### config.mk
export PLATFORM = sky130hd
export DESIGN_NAME = dmem_arbiter_flat
export DESIGN_NICKNAME = d
export VERILOG_FILES = /design/src/rtl/dmem_arbiter_if.sv /design/src/rtl/dmem_arbiter.sv /design/src/flat_wrapper.sv
export SDC_FILE = /design/constraint.sdc
export NUM_CORES = 1
export LEC_CHECK = 0
export CAP_MARGIN = 25
export CORE_AREA = 2 2 121 123
export DETAILED_ROUTE_END_ITERATION = 8
export DIE_AREA = 0 0 123 125
export PLACE_DENSITY = 0.55
export SETUP_SLACK_MARGIN = 0.4
export SYNTH_ARGS = -nofsm -noshare
export SYNTH_HDL_FRONTEND = slang
export SYNTH_SLANG_ARGS = --single-unit
export TNS_END_PERCENT = 1
### constraint.sdc
create_clock -name clk -period 5.6 [get_ports clk]
set_input_delay 0.84 -clock clk [delete_from_list [all_inputs] [get_ports clk]]
set_output_delay 0.84 -clock clk [all_outputs]
set_load 0.05 [all_outputs]
### src/rtl/dmem_arbiter_if.sv
// Two-requester data-memory bus: requester ports, grant/response
// and the single memory command/response port.
interface dmem_arbiter_if #(
  parameter int ADDR_W = 32,
  parameter int DATA_W = 32
);
  localparam int BE_W = DATA_W / 8;

  logic              m0_req;
  logic              m0_we;
  logic              m0_lock;
  logic [ADDR_W-1:0] m0_addr;
  logic [DATA_W-1:0] m0_wdata;
  logic [BE_W-1:0]   m0_be;
  logic              m0_gnt;
  logic              m0_rvalid;
  logic [DATA_W-1:0] m0_rdata;

  logic              m1_req;
  logic              m1_we;
  logic              m1_lock;
  logic [ADDR_W-1:0] m1_addr;
  logic [DATA_W-1:0] m1_wdata;
  logic [BE_W-1:0]   m1_be;
  logic              m1_gnt;
  logic              m1_rvalid;
  logic [DATA_W-1:0] m1_rdata;

  logic              mem_en;
  logic              mem_we;
  logic [ADDR_W-1:0] mem_addr;
  logic [DATA_W-1:0] mem_wdata;
  logic [BE_W-1:0]   mem_be;
  logic [DATA_W-1:0] mem_rdata;

  modport slave (
    input  m0_req, m0_we, m0_lock,
    input  m0_addr, m0_wdata, m0_be,
    output m0_gnt, m0_rvalid, m0_rdata,
    input  m1_req, m1_we, m1_lock,
    input  m1_addr, m1_wdata, m1_be,
    output m1_gnt, m1_rvalid, m1_rdata,
    output mem_en, mem_we, mem_addr,
    output mem_wdata, mem_be,
    input  mem_rdata
  );

  modport master (
    output m0_req, m0_we, m0_lock,
    output m0_addr, m0_wdata, m0_be,
    input  m0_gnt, m0_rvalid, m0_rdata,
    output m1_req, m1_we, m1_lock,
    output m1_addr, m1_wdata, m1_be,
    input  m1_gnt, m1_rvalid, m1_rdata,
    input  mem_en, mem_we, mem_addr,
    input  mem_wdata, mem_be,
    output mem_rdata
  );
endinterface

### src/rtl/dmem_arbiter.sv
// Two-port data-memory arbiter: combinational round-robin grant,
// locked bursts up to MAX_BURST, one-cycle read response routing.
module dmem_arbiter #(
  parameter int ADDR_W    = 32,
  parameter int DATA_W    = 32,
  parameter int MAX_BURST = 4
) (
  input  logic            clk,
  input  logic            rst_n,
  dmem_arbiter_if.slave   bus
);
  localparam int BE_W  = DATA_W / 8;
  localparam int CNT_W = $clog2(MAX_BURST + 1);
  localparam logic [CNT_W-1:0] CNT_MAX =
    CNT_W'(MAX_BURST);
  localparam bit CAN_LOCK = (MAX_BURST > 1);

  typedef enum logic [1:0] {
    FREE = 2'd0,
    OWN0 = 2'd1,
    OWN1 = 2'd2
  } own_e;

  own_e             state_q, state_d;
  logic [CNT_W-1:0] cnt_q, cnt_d;
  logic             last_q, last_d;
  logic             pend_q, pend_d;
  logic             pid_q, pid_d;

  logic              gnt0, gnt1;
  logic              held0, held1;
  logic              mem_we;
  logic [ADDR_W-1:0] mem_addr;
  logic [DATA_W-1:0] mem_wdata;
  logic [BE_W-1:0]   mem_be;

  always_comb begin
    state_d = state_q;
    cnt_d   = cnt_q;
    last_d  = last_q;
    gnt0    = 1'b0;
    gnt1    = 1'b0;
    held0   = (state_q == OWN0) && bus.m0_lock;
    held1   = (state_q == OWN1) && bus.m1_lock;

    // last_q=1 means m1 won most recently, so m0 wins the tie
    unique case (1'b1)
      held0: gnt0 = bus.m0_req;
      held1: gnt1 = bus.m1_req;
      default: begin
        gnt0 = bus.m0_req & (~bus.m1_req | last_q);
        gnt1 = bus.m1_req & ~gnt0;
      end
    endcase

    gnt0 = gnt0 & rst_n;
    gnt1 = gnt1 & rst_n;

    if (held0 || held1) begin
      if (gnt0 || gnt1) begin
        if (cnt_q + 1'b1 == CNT_MAX) begin
          state_d = FREE;
          cnt_d   = '0;
        end else begin
          cnt_d   = cnt_q + 1'b1;
        end
      end
    end else begin
      state_d = FREE;
      cnt_d   = '0;
      if (state_q == FREE && CAN_LOCK) begin
        if (gnt0 && bus.m0_lock) begin
          state_d = OWN0;
          cnt_d   = CNT_W'(1);
        end else if (gnt1 && bus.m1_lock) begin
          state_d = OWN1;
          cnt_d   = CNT_W'(1);
        end
      end
    end

    if (gnt0) last_d = 1'b0;
    if (gnt1) last_d = 1'b1;

    pend_d = (gnt0 & ~bus.m0_we) |
             (gnt1 & ~bus.m1_we);
    pid_d  = gnt1;
  end

  always_comb begin
    mem_we    = 1'b0;
    mem_addr  = '0;
    mem_wdata = '0;
    mem_be    = '0;
    if (gnt0) begin
      mem_we    = bus.m0_we;
      mem_addr  = bus.m0_addr;
      mem_wdata = bus.m0_wdata;
      mem_be    = bus.m0_be;
    end else if (gnt1) begin
      mem_we    = bus.m1_we;
      mem_addr  = bus.m1_addr;
      mem_wdata = bus.m1_wdata;
      mem_be    = bus.m1_be;
    end
  end

  always_ff @(posedge clk or negedge rst_n) begin
    if (!rst_n) begin
      state_q <= FREE;
      cnt_q   <= '0;
      last_q  <= 1'b1;
      pend_q  <= 1'b0;
      pid_q   <= 1'b0;
    end else begin
      state_q <= state_d;
      cnt_q   <= cnt_d;
      last_q  <= last_d;
      pend_q  <= pend_d;
      pid_q   <= pid_d;
    end
  end

  assign bus.m0_gnt    = gnt0;
  assign bus.m1_gnt    = gnt1;
  assign bus.mem_en    = gnt0 | gnt1;
  assign bus.mem_we    = mem_we;
  assign bus.mem_addr  = mem_addr;
  assign bus.mem_wdata = mem_wdata;
  assign bus.mem_be    = mem_be;

  assign bus.m0_rvalid = pend_q & ~pid_q;
  assign bus.m1_rvalid = pend_q &  pid_q;
  assign bus.m0_rdata  =
    bus.m0_rvalid ? bus.mem_rdata : '0;
  assign bus.m1_rdata  =
    bus.m1_rvalid ? bus.mem_rdata : '0;
endmodule
### src/flat_wrapper.sv
// flat-port wrapper written by rule: the top's interface ports become plain ports
module dmem_arbiter_flat 
#(
  parameter int ADDR_W    = 32,
  parameter int DATA_W    = 32,
  parameter int MAX_BURST = 4
)
  (clk, rst_n, bus_m0_req, bus_m0_we, bus_m0_lock, bus_m0_addr, bus_m0_wdata, bus_m0_be, bus_m0_gnt, bus_m0_rvalid, bus_m0_rdata, bus_m1_req, bus_m1_we, bus_m1_lock, bus_m1_addr, bus_m1_wdata, bus_m1_be, bus_m1_gnt, bus_m1_rvalid, bus_m1_rdata, bus_mem_en, bus_mem_we, bus_mem_addr, bus_mem_wdata, bus_mem_be, bus_mem_rdata);
  dmem_arbiter_if #(.ADDR_W(ADDR_W), .DATA_W(DATA_W)) bus_i ();
  input  logic clk;
  input  logic rst_n;
  input wire logic [$bits(bus_i.m0_req)-1:0] bus_m0_req;
  input wire logic [$bits(bus_i.m0_we)-1:0] bus_m0_we;
  input wire logic [$bits(bus_i.m0_lock)-1:0] bus_m0_lock;
  input wire logic [$bits(bus_i.m0_addr)-1:0] bus_m0_addr;
  input wire logic [$bits(bus_i.m0_wdata)-1:0] bus_m0_wdata;
  input wire logic [$bits(bus_i.m0_be)-1:0] bus_m0_be;
  output wire logic [$bits(bus_i.m0_gnt)-1:0] bus_m0_gnt;
  output wire logic [$bits(bus_i.m0_rvalid)-1:0] bus_m0_rvalid;
  output wire logic [$bits(bus_i.m0_rdata)-1:0] bus_m0_rdata;
  input wire logic [$bits(bus_i.m1_req)-1:0] bus_m1_req;
  input wire logic [$bits(bus_i.m1_we)-1:0] bus_m1_we;
  input wire logic [$bits(bus_i.m1_lock)-1:0] bus_m1_lock;
  input wire logic [$bits(bus_i.m1_addr)-1:0] bus_m1_addr;
  input wire logic [$bits(bus_i.m1_wdata)-1:0] bus_m1_wdata;
  input wire logic [$bits(bus_i.m1_be)-1:0] bus_m1_be;
  output wire logic [$bits(bus_i.m1_gnt)-1:0] bus_m1_gnt;
  output wire logic [$bits(bus_i.m1_rvalid)-1:0] bus_m1_rvalid;
  output wire logic [$bits(bus_i.m1_rdata)-1:0] bus_m1_rdata;
  output wire logic [$bits(bus_i.mem_en)-1:0] bus_mem_en;
  output wire logic [$bits(bus_i.mem_we)-1:0] bus_mem_we;
  output wire logic [$bits(bus_i.mem_addr)-1:0] bus_mem_addr;
  output wire logic [$bits(bus_i.mem_wdata)-1:0] bus_mem_wdata;
  output wire logic [$bits(bus_i.mem_be)-1:0] bus_mem_be;
  input wire logic [$bits(bus_i.mem_rdata)-1:0] bus_mem_rdata;
  assign bus_i.m0_req = bus_m0_req;
  assign bus_i.m0_we = bus_m0_we;
  assign bus_i.m0_lock = bus_m0_lock;
  assign bus_i.m0_addr = bus_m0_addr;
  assign bus_i.m0_wdata = bus_m0_wdata;
  assign bus_i.m0_be = bus_m0_be;
  assign bus_m0_gnt = bus_i.m0_gnt;
  assign bus_m0_rvalid = bus_i.m0_rvalid;
  assign bus_m0_rdata = bus_i.m0_rdata;
  assign bus_i.m1_req = bus_m1_req;
  assign bus_i.m1_we = bus_m1_we;
  assign bus_i.m1_lock = bus_m1_lock;
  assign bus_i.m1_addr = bus_m1_addr;
  assign bus_i.m1_wdata = bus_m1_wdata;
  assign bus_i.m1_be = bus_m1_be;
  assign bus_m1_gnt = bus_i.m1_gnt;
  assign bus_m1_rvalid = bus_i.m1_rvalid;
  assign bus_m1_rdata = bus_i.m1_rdata;
  assign bus_mem_en = bus_i.mem_en;
  assign bus_mem_we = bus_i.mem_we;
  assign bus_mem_addr = bus_i.mem_addr;
  assign bus_mem_wdata = bus_i.mem_wdata;
  assign bus_mem_be = bus_i.mem_be;
  assign bus_i.mem_rdata = bus_mem_rdata;
  dmem_arbiter #(.ADDR_W(ADDR_W), .DATA_W(DATA_W), .MAX_BURST(MAX_BURST)) u_core (.clk(clk), .rst_n(rst_n), .bus(bus_i));
endmodule
# After elaboration in Yosys (flattened, before gate mapping)
# Cells that the tools add are included.
# totals
reg_bits,8
inputBits,176
out_inout_bits,138
# classes
n_addsub,1
n_eq_ne,5
muxes,26
bitwise,16
reduce_logical,9
# op_table
op,count
$mux 32,6
$mux 3,5
$mux 2,6
$and 1x1->1,8
$mux 4,2
$mux 1,5
$not 1->1,5
$logic_and 1x1->1,4
$ne 2x2->1 const B,2
$pmux 1 s2,2
$add 3x1->3 const B,1
$eq 3x3->1 const B,1
$or 1x1->1,3
$eq 2x1->1 const B,1
$eq 2x2->1 const B,1
$logic_not 2->1,1
$logic_or 1x1->1,2
$reduce_and 2->1,1
$reduce_bool 2->1,1

# Depth between registers and ports, before layout
# Gate-level depths: netlist of the first run.
# logic_depth
word_depth,12
ltp_mapped,5

# Worst setup path before layout of the first run
# Ideal clock, no wire load.
# synth_path
path_kind,input to output
start,in bus_m1_req
end,out bus_mem_be[0]
arrival_ns,2.239
slack_ns,2.521
stages,5
n_path_buf,1
path_cell_list,and2b_4 a2111o_4 clkinv_8 buf_12 a22o_1
# synth_between
elab_cells_between_ends,11
# synth_rtl
element,line_no,rtl
from (decl),flat_wrapper.sv:21,input wire logic [$bits(bus_i.m1_req)-1:0] bus_m1_req;
$not 1->1,dmem_arbiter.sv:51,gnt0 = bus.m0_req & (~bus.m1_req | last_q);
$or 1x1->1,dmem_arbiter.sv:51,
$and 1x1->1,dmem_arbiter.sv:51,
$pmux 1 s2,dmem_arbiter.sv:47,unique case (1'b1)
$and 1x1->1,dmem_arbiter.sv:56,gnt0 = gnt0 & rst_n;
via bus_m0_gnt,flat_wrapper.sv:18,output wire logic [$bits(bus_i.m0_gnt)-1:0] bus_m0_gnt;
$mux 4,dmem_arbiter.sv:95,if (gnt0) begin
to (decl),flat_wrapper.sv:34,output wire logic [$bits(bus_i.mem_be)-1:0] bus_mem_be;
# The timed path passes the listed nets, and every way through them passes these cells.

# Worst setup path after layout of the first run
# layout_path
start,in rst_n
end,out bus_mem_wdata[28]
# layout_between
elab_chain_cells,3
elab_cells_between_ends,4
# layout_lines
element,line_no,rtl
from (decl),flat_wrapper.sv:11,input logic rst_n;
$and 1x1->1,dmem_arbiter.sv:57,gnt1 = gnt1 & rst_n;
$mux 32,dmem_arbiter.sv:100,end else if (gnt1) begin
$mux 32 (*),dmem_arbiter.sv:95,
to (decl),flat_wrapper.sv:33,output wire logic [$bits(bus_i.mem_wdata)-1:0] bus_mem_wdata;
# Mark *: on every way between the ends. The rest lies on a longest branch, timed or not.

==> reports/metrics.yaml, run 1 <==
cts_tree: "built"
io_pins: 314
drc: 0
end_kind: "primary output"
slew_viol_final: 0
clock-skew-final_ps: 4.514
ctsHoldBuffers: 0
synth_compound_area_frac: 0.4151
syn_area_per_cell_um2: 8.393
place_area_um2: 4931
synth_top_family_by_area: "compound AO/OA/AOI/OAI gates"
ys_ff_latch: 8
cp.arrival_ps: 3800
wl_mm: 11.06
layout_common_cells: "313 x clkdlybuf4s50_1, 69 x a22o_1, 33 x and2_1, 33 x and3_1, 8 x nand2_1"
synthXorXnorAreaFrac: 0.004993
synth_edf_count: 0
grt_pass1_wl_mm: 16.30
dr.first_iter.drc_count: 119
initial_utilization: 0.1235
cts_buffer_depth: 2
fmax_ghz: 0.2155
holdCritPathClass: "flop to flop"
htreeDepth: 1
dieHeight_um: 125
place_hpwl_mm: 8.950
p_leak_nw: 2.010
rsz0062_at_grt: "no"
cp-start-kind: "input port"
vias_per_cell: 4.277
grt_max_degree: 74
dieArea_um2: 15380
worstPathMaxFanout: 73
cts_resized: 0
p_per_area_nw_per_um2: 175.1
coreArea_um2: 14200
slew_headroom: 0.3690
synth_nets: 387
area_growth_syn_to_layout_pct: 185.6
track_usage: 0.1317
maxCapViolations: 0
wl_per_cell_um: 16.02
grt-ovfl-total: 0
antenna_left: 0
clkTransAtPathRegs_ps: 40
rows: 44
final_common_cell: "clkdlybuf4s50_1"
antenna_cells: 0
final_nets: 685
synth_warnings: 0
yosys.cell_types.count: 39
synthCells: 209
ir_drop_uv: 72.25
drive_gt1_frac: 0.02767
synthAdderAreaFrac: 0.01427
synthMuxAreaShare: 0.005706
grt_pass1_vias: 3041
critical_path_class: "input port to primary output"
cts-root-buf: "clkbuf_16"
synthSimpleGateAreaFrac: 0.3124
tns_ps: 0
syn_area_um2: 1754
first_pass_iters: 4
cts.sinks: 8
worstMarginPinSlew_ps: 946.5
ys.flop_type: "dfrtp_1"
clock_latency_ps: 230
io_buffers: 313
postLayoutCellArea_um2: 5010
vias: 2951
critPathRequiredTime_ps: 4760
ys_seq_area_frac: 0.1148
gp_congestion: 0.8719
dieWidth_um: 123
cts_setup_buffers: 0
period_minus_slack_ps: 4641
async_flop_share: 1.000
finalHoldViolCount: 0
status: "complete, no violations"
numCtsBuffers: 3
grt_antenna_before_repair: 0
post-route-period-util: 0.8287
setup_viol_count_final: 0
hold_ws_ps: 485.6
[metal layers]
layer / up-vias / GRT usage / part of all wire
li1: 1410 / - / -
met1: 1394 / 0.1495 / 0.39
met2: 141 / 0.2564 / 0.54
met3: 6 / 0.02600 / 0.074
met4: 0 / 0.01404 / 0.0048
met5: - / 0 / 0
[synth_stat cells (2+ instances only)]
library cell   n  area [um^2]
a21oi_1        2        10.01
nor2_1         2        7.510
and3_1        33        206.5
nand2_1        8        30.03
clkbuf_1       9        33.78
nand3_1        2        10.01
buf_2          7        35.03
ha_1           2        25.02
dfrtp_1        7        175.2
nand3b_1       2        15.01
a22o_1        69        604.3
and2_1        33        206.5
buf_12         7        140.1
[critical path, stage by stage]
cell and delay [ps]:
clkdlybuf4s50_1 830, o2111ai_4 280, inv_2 90, buf_4 570
a22o_1 280, clkdlybuf4s50_1 820
[worst paths after layout]
check,cells after the start,start,to,slack (ps)
worst max-delay path,6,rst_n,bus_mem_wdata[28],960
worst min-delay path,2,u_core.last_q,u_core.last_q,490
worst max register to register,6,u_core.state_q[0],u_core.cnt_q[1],3600
worst min register to register,2,u_core.last_q,u_core.last_q,490
max in group asynchronous,1,rst_n,u_core.last_q,4250
min in group asynchronous,1,rst_n,u_core.cnt_q[2],980
[state kept, by name, summed over array words and instances (netlist names)]
name	flops
u_core.cnt_q	3
u_core.state_q	2
u_core.pid_q	1
u_core.pend_q	1
u_core.last_q	1
[report_power, final]
part / switching (mW) / leakage, nW / internal (mW) / total [mW]
logic: 0.391 / 1.87 / 0.285 / 0.676
clock network: 0.0291 / 0.0382 / 0.0950 / 0.124
registers: 0.0116 / 0.105 / 0.0658 / 0.0773
[metrics by stage]
| stage | utilization | setup WS, ps | instances | power, mW |
|---|---|---|---|---|
| floorplan | - | 2521 | 209 | 0.4794 |
| global placement | 0.3472 | 971.8 | 686 | 0.7535 |
| detailed placement | 0.3472 | 931.7 | 686 | 0.7559 |
| CTS | 0.3527 | 916.1 | 690 | 0.8850 |
| global route | 0.3527 | 745.2 | 690 | 0.9130 |
| finish | 0.3527 | 959.2 | 690 | 0.8772 |
[cell families after synthesis]
logic type / Yosys count
simple gates: 89
xor+xnor: 1
buf+inv: 26
mux: 1
compound gates: 82
fa+ha+maj: 2
flops: 8
[area by class of cell]
| type | count | area (um^2) |
|---|---|---|
| Fill cell | 1468 | 9194 |
| Multi-Input combinational cell | 175 | 1320 |
| Clock buffer | 4 | 78.83 |
| Timing Repair Buffer | 316 | 3156 |
| Tap cell | 184 | 230.2 |
| Sequential cell | 8 | 201.4 |
| Inverter | 3 | 23.77 |
Power figures use the tool's default switching activity.
==> run 2: changes to the inputs <==
--- a/config.mk
+++ b/config.mk
@@ -6,10 +6,10 @@
 export NUM_CORES = 1
 export LEC_CHECK = 0
 export CAP_MARGIN = 25
-export CORE_AREA = 2 2 121 123
+export CORE_AREA = 2 2 122 124
 export DETAILED_ROUTE_END_ITERATION = 8
-export DIE_AREA = 0 0 123 125
-export PLACE_DENSITY = 0.55
+export DIE_AREA = 0 0 124 126
+export PLACE_DENSITY = 0.56
 export SETUP_SLACK_MARGIN = 0.4
 export SYNTH_ARGS = -nofsm -noshare
 export SYNTH_HDL_FRONTEND = slang
==> constraint.sdc (replaced) <==
create_clock -name clk -period 4.05 [get_ports clk]
set_input_delay 0.6075 -clock clk [delete_from_list [all_inputs] [get_ports clk]]
set_output_delay 0.6075 -clock clk [all_outputs]
set_load 0.05 [all_outputs]
==> run 2 against run 1 <==
Against the previous run:
- core utilization up 4.9 points
- via count down 0.20%
- worst setup slack worse by 310 ps
- power up 62%
- global-route usage up 1.5 points
- register-to-register slack worse by 1500 ps
- clock power up 40%
- hold slack worse by 4.1 ps
- critical endpoint is now bus_mem_en
==> reports/metrics.yaml, run 2 (synthesis gave the netlist of run 1 again) <==
dr.first_iter.drc_count: 137  # +15%
vias: 2945  # -0.20%
crit_path_max_incr_delay_ps: 800  # -30 ps
layout_common_cells: "242 x clkdlybuf4s50_1, 72 x buf_12, 69 x a22o_1"
final_nets: 687  # +0.29%
crit_cells: 5  # -1
dieWidth_um: 124  # +0.81%
worstPathMaxFanout: 6  # -92%
cts_resized: 0  # unchanged
critPathRequiredTime_ps: 3440  # -1320 ps
cp.arrival_ps: 2800  # -1000 ps
seq_power_share: 0.075  # -0.013
grt_antenna_before_repair: 0  # unchanged
io_buffers: 313  # unchanged
crit_family: "buffers and inverters"
postLayoutCellArea_um2: 5748  # +15%
grt_pass1_wl_mm: 17.54  # +7.6%
p_per_area_nw_per_um2: 247.8  # +42%
worstMarginPinSlew_ps: 887.6  # -58.87 ps
cts_tree: "built"
cts.sinks: 8  # unchanged
wl_per_cell_um: 17.72  # +11%
grt_max_degree: 73  # -1.4%
antenna_cells: 0  # unchanged
io_pins: 314  # unchanged
cts-root-buf: "clkbuf_16"
reg2reg_from: "u_core.last_q"
first_pass_iters: 5  # +1
r2r_slack_ps: 2150  # -1450 ps
drive_gt1_frac: 0.1713  # +0.1436
htreeDepth: 1  # unchanged
fmax_ghz: 0.2939
p_sw_mw: 0.6485  # +50%
p_leak_nw: 2.377  # +18%
cts_buffer_depth: 2  # unchanged
crit_chain: "clkdlybuf4s50_1 > and2b_4 > a2111o_4 > nand2_1 > clkdlybuf4s50_1"
cpMostUsedCell: "clkdlybuf4s50_1"
internal_power_mw: 0.7757  # +74%
place_area_um2: 5669  # +15%
rr_worst_depth: 5  # -1
top_register: "u_core.cnt_q"
clkTransAtPathRegs_ps: 40  # about the same
clock-skew-final_ps: 4.039  # -0.4748 ps
initial_utilization: 0.1226  # -0.0009500
coreArea_um2: 14310  # +0.78%
gp_congestion: 0.9018  # +3.4%
maxCapViolations: 0  # unchanged
critical_path_class: "input port to primary output"
area_growth_syn_to_layout_pct: 227.7
clock_latency_ps: 240  # about the same
tns_ps: 0  # unchanged
cp-start-kind: "input port"
drc: 0  # unchanged
holdCritPathClass: "flop to flop"
reg_top3: "u_core.cnt_q (3), u_core.state_q (2)"
p_clk_frac: 0.121  # -0.020
final_common_cell: "clkdlybuf4s50_1"
grt-ovfl-total: 0  # unchanged
grt_pass1_vias: 2977  # -2.1%
vias_per_cell: 4.256  # -0.49%
pwr-share-comb: 0.804  # +0.034
crit_buf_inv: 2  # -2
status: "complete, no violations"
period_minus_slack_ps: 3403
place_hpwl_mm: 10.44  # +17%
wl_mm: 12.26  # +11%
largest_reg_flops: 3  # unchanged
end_kind: "primary output"
crit_path_top_delay_cell: "clkdlybuf4s50_1"
crit_start: "bus_m1_req"
post-route-period-util: 0.8401
rows: 44  # unchanged
ctsHoldBuffers: 0  # unchanged
track_usage: 0.1466  # +0.01489
setup_viol_count_final: 0  # unchanged
finalHoldViolCount: 0  # unchanged
cts_setup_buffers: 0  # unchanged
ir_drop_uv: 130.1  # +80%
slew_headroom: 0.4083  # +0.03924
rsz0062_at_grt: "no"
numCtsBuffers: 3  # unchanged
dieArea_um2: 15620  # +1.6%
crit_end: "bus_mem_en"
p_sw_frac: 0.4553  # -0.03640
dieHeight_um: 126  # +0.80%
reg2reg_to: "u_core.cnt_q[1]"
antenna_left: 0  # unchanged
slew_viol_final: 0  # unchanged
run 2: changes by cell type in the layout (fill, tap and decap cells not counted):
cell,change
buf_12,+72
clkdlybuf4s50_1,-71
buf_4,+1
run 2: worst reg2reg max path, delay by kind of cell, from the launching register on:
family	cells	cell delay [ps]
AO/OA/AOI/OAI	3	830
flip-flops	1	550
buffers and inverters	1	240
AND/OR/NAND/NOR	1	200
run 2: worst min path at each step:
| stage | start | end | slack, ps | cells after the start |
|---|---|---|---|---|
| after floorplan | rst_n | u_core.cnt_q[0] | 310 | 0 |
| after global placement | u_core.last_q | u_core.last_q | 470 | 2 |
| after detailed placement | u_core.last_q | u_core.last_q | 470 | 2 |
| after CTS | u_core.last_q | u_core.last_q | 480 | 2 |
| after global routing | u_core.last_q | u_core.last_q | 530 | 2 |
| final | u_core.last_q | u_core.last_q | 480 | 2 |
run 2: through the flow:
step,util,hold WS [ps],std cells,power [mW],setup WS (ps)
global route,0.4016,525.8,692,1.474,596.1
global placement,0.3961,467.3,688,1.251,678.0
finish,0.4016,481.5,692,1.424,647.5
floorplan,-,311.9,209,0.6629,1436
CTS,0.4016,481.2,692,1.434,646.3
detailed placement,0.3961,474.9,688,1.256,654.6
run 2: cell type report:
cell class / instances / area [um^2]
well taps: 184 / 230.2
multi-input cells: 175 / 1320
repair buffers: 318 / 3894
fillers: 1401 / 8566
flip-flops and latches: 8 / 201.4
clock buffers: 4 / 78.83
inverters: 3 / 23.77
run 2: per-layer routing:
metal / global-route usage / vias to the layer above / wire [um]
met2: 0.2573 / 132 / 6334
met5: 0 / - / 0
met1: 0.1828 / 1391 / 4824
li1: - / 1412 / -
met3: 0.03623 / 10 / 974
met4: 0.02379 / 0 / 129
run 2: power groups by stage:
stage	Combinational (mW)	Sequential, mW	Clock [mW]
after global placement	1.15	0.106	0
after global routing	1.19	0.108	0.179
after CTS	1.15	0.106	0.174
after detailed placement	1.15	0.107	0
final	1.15	0.106	0.173
after floorplan	0.564	0.0992	0
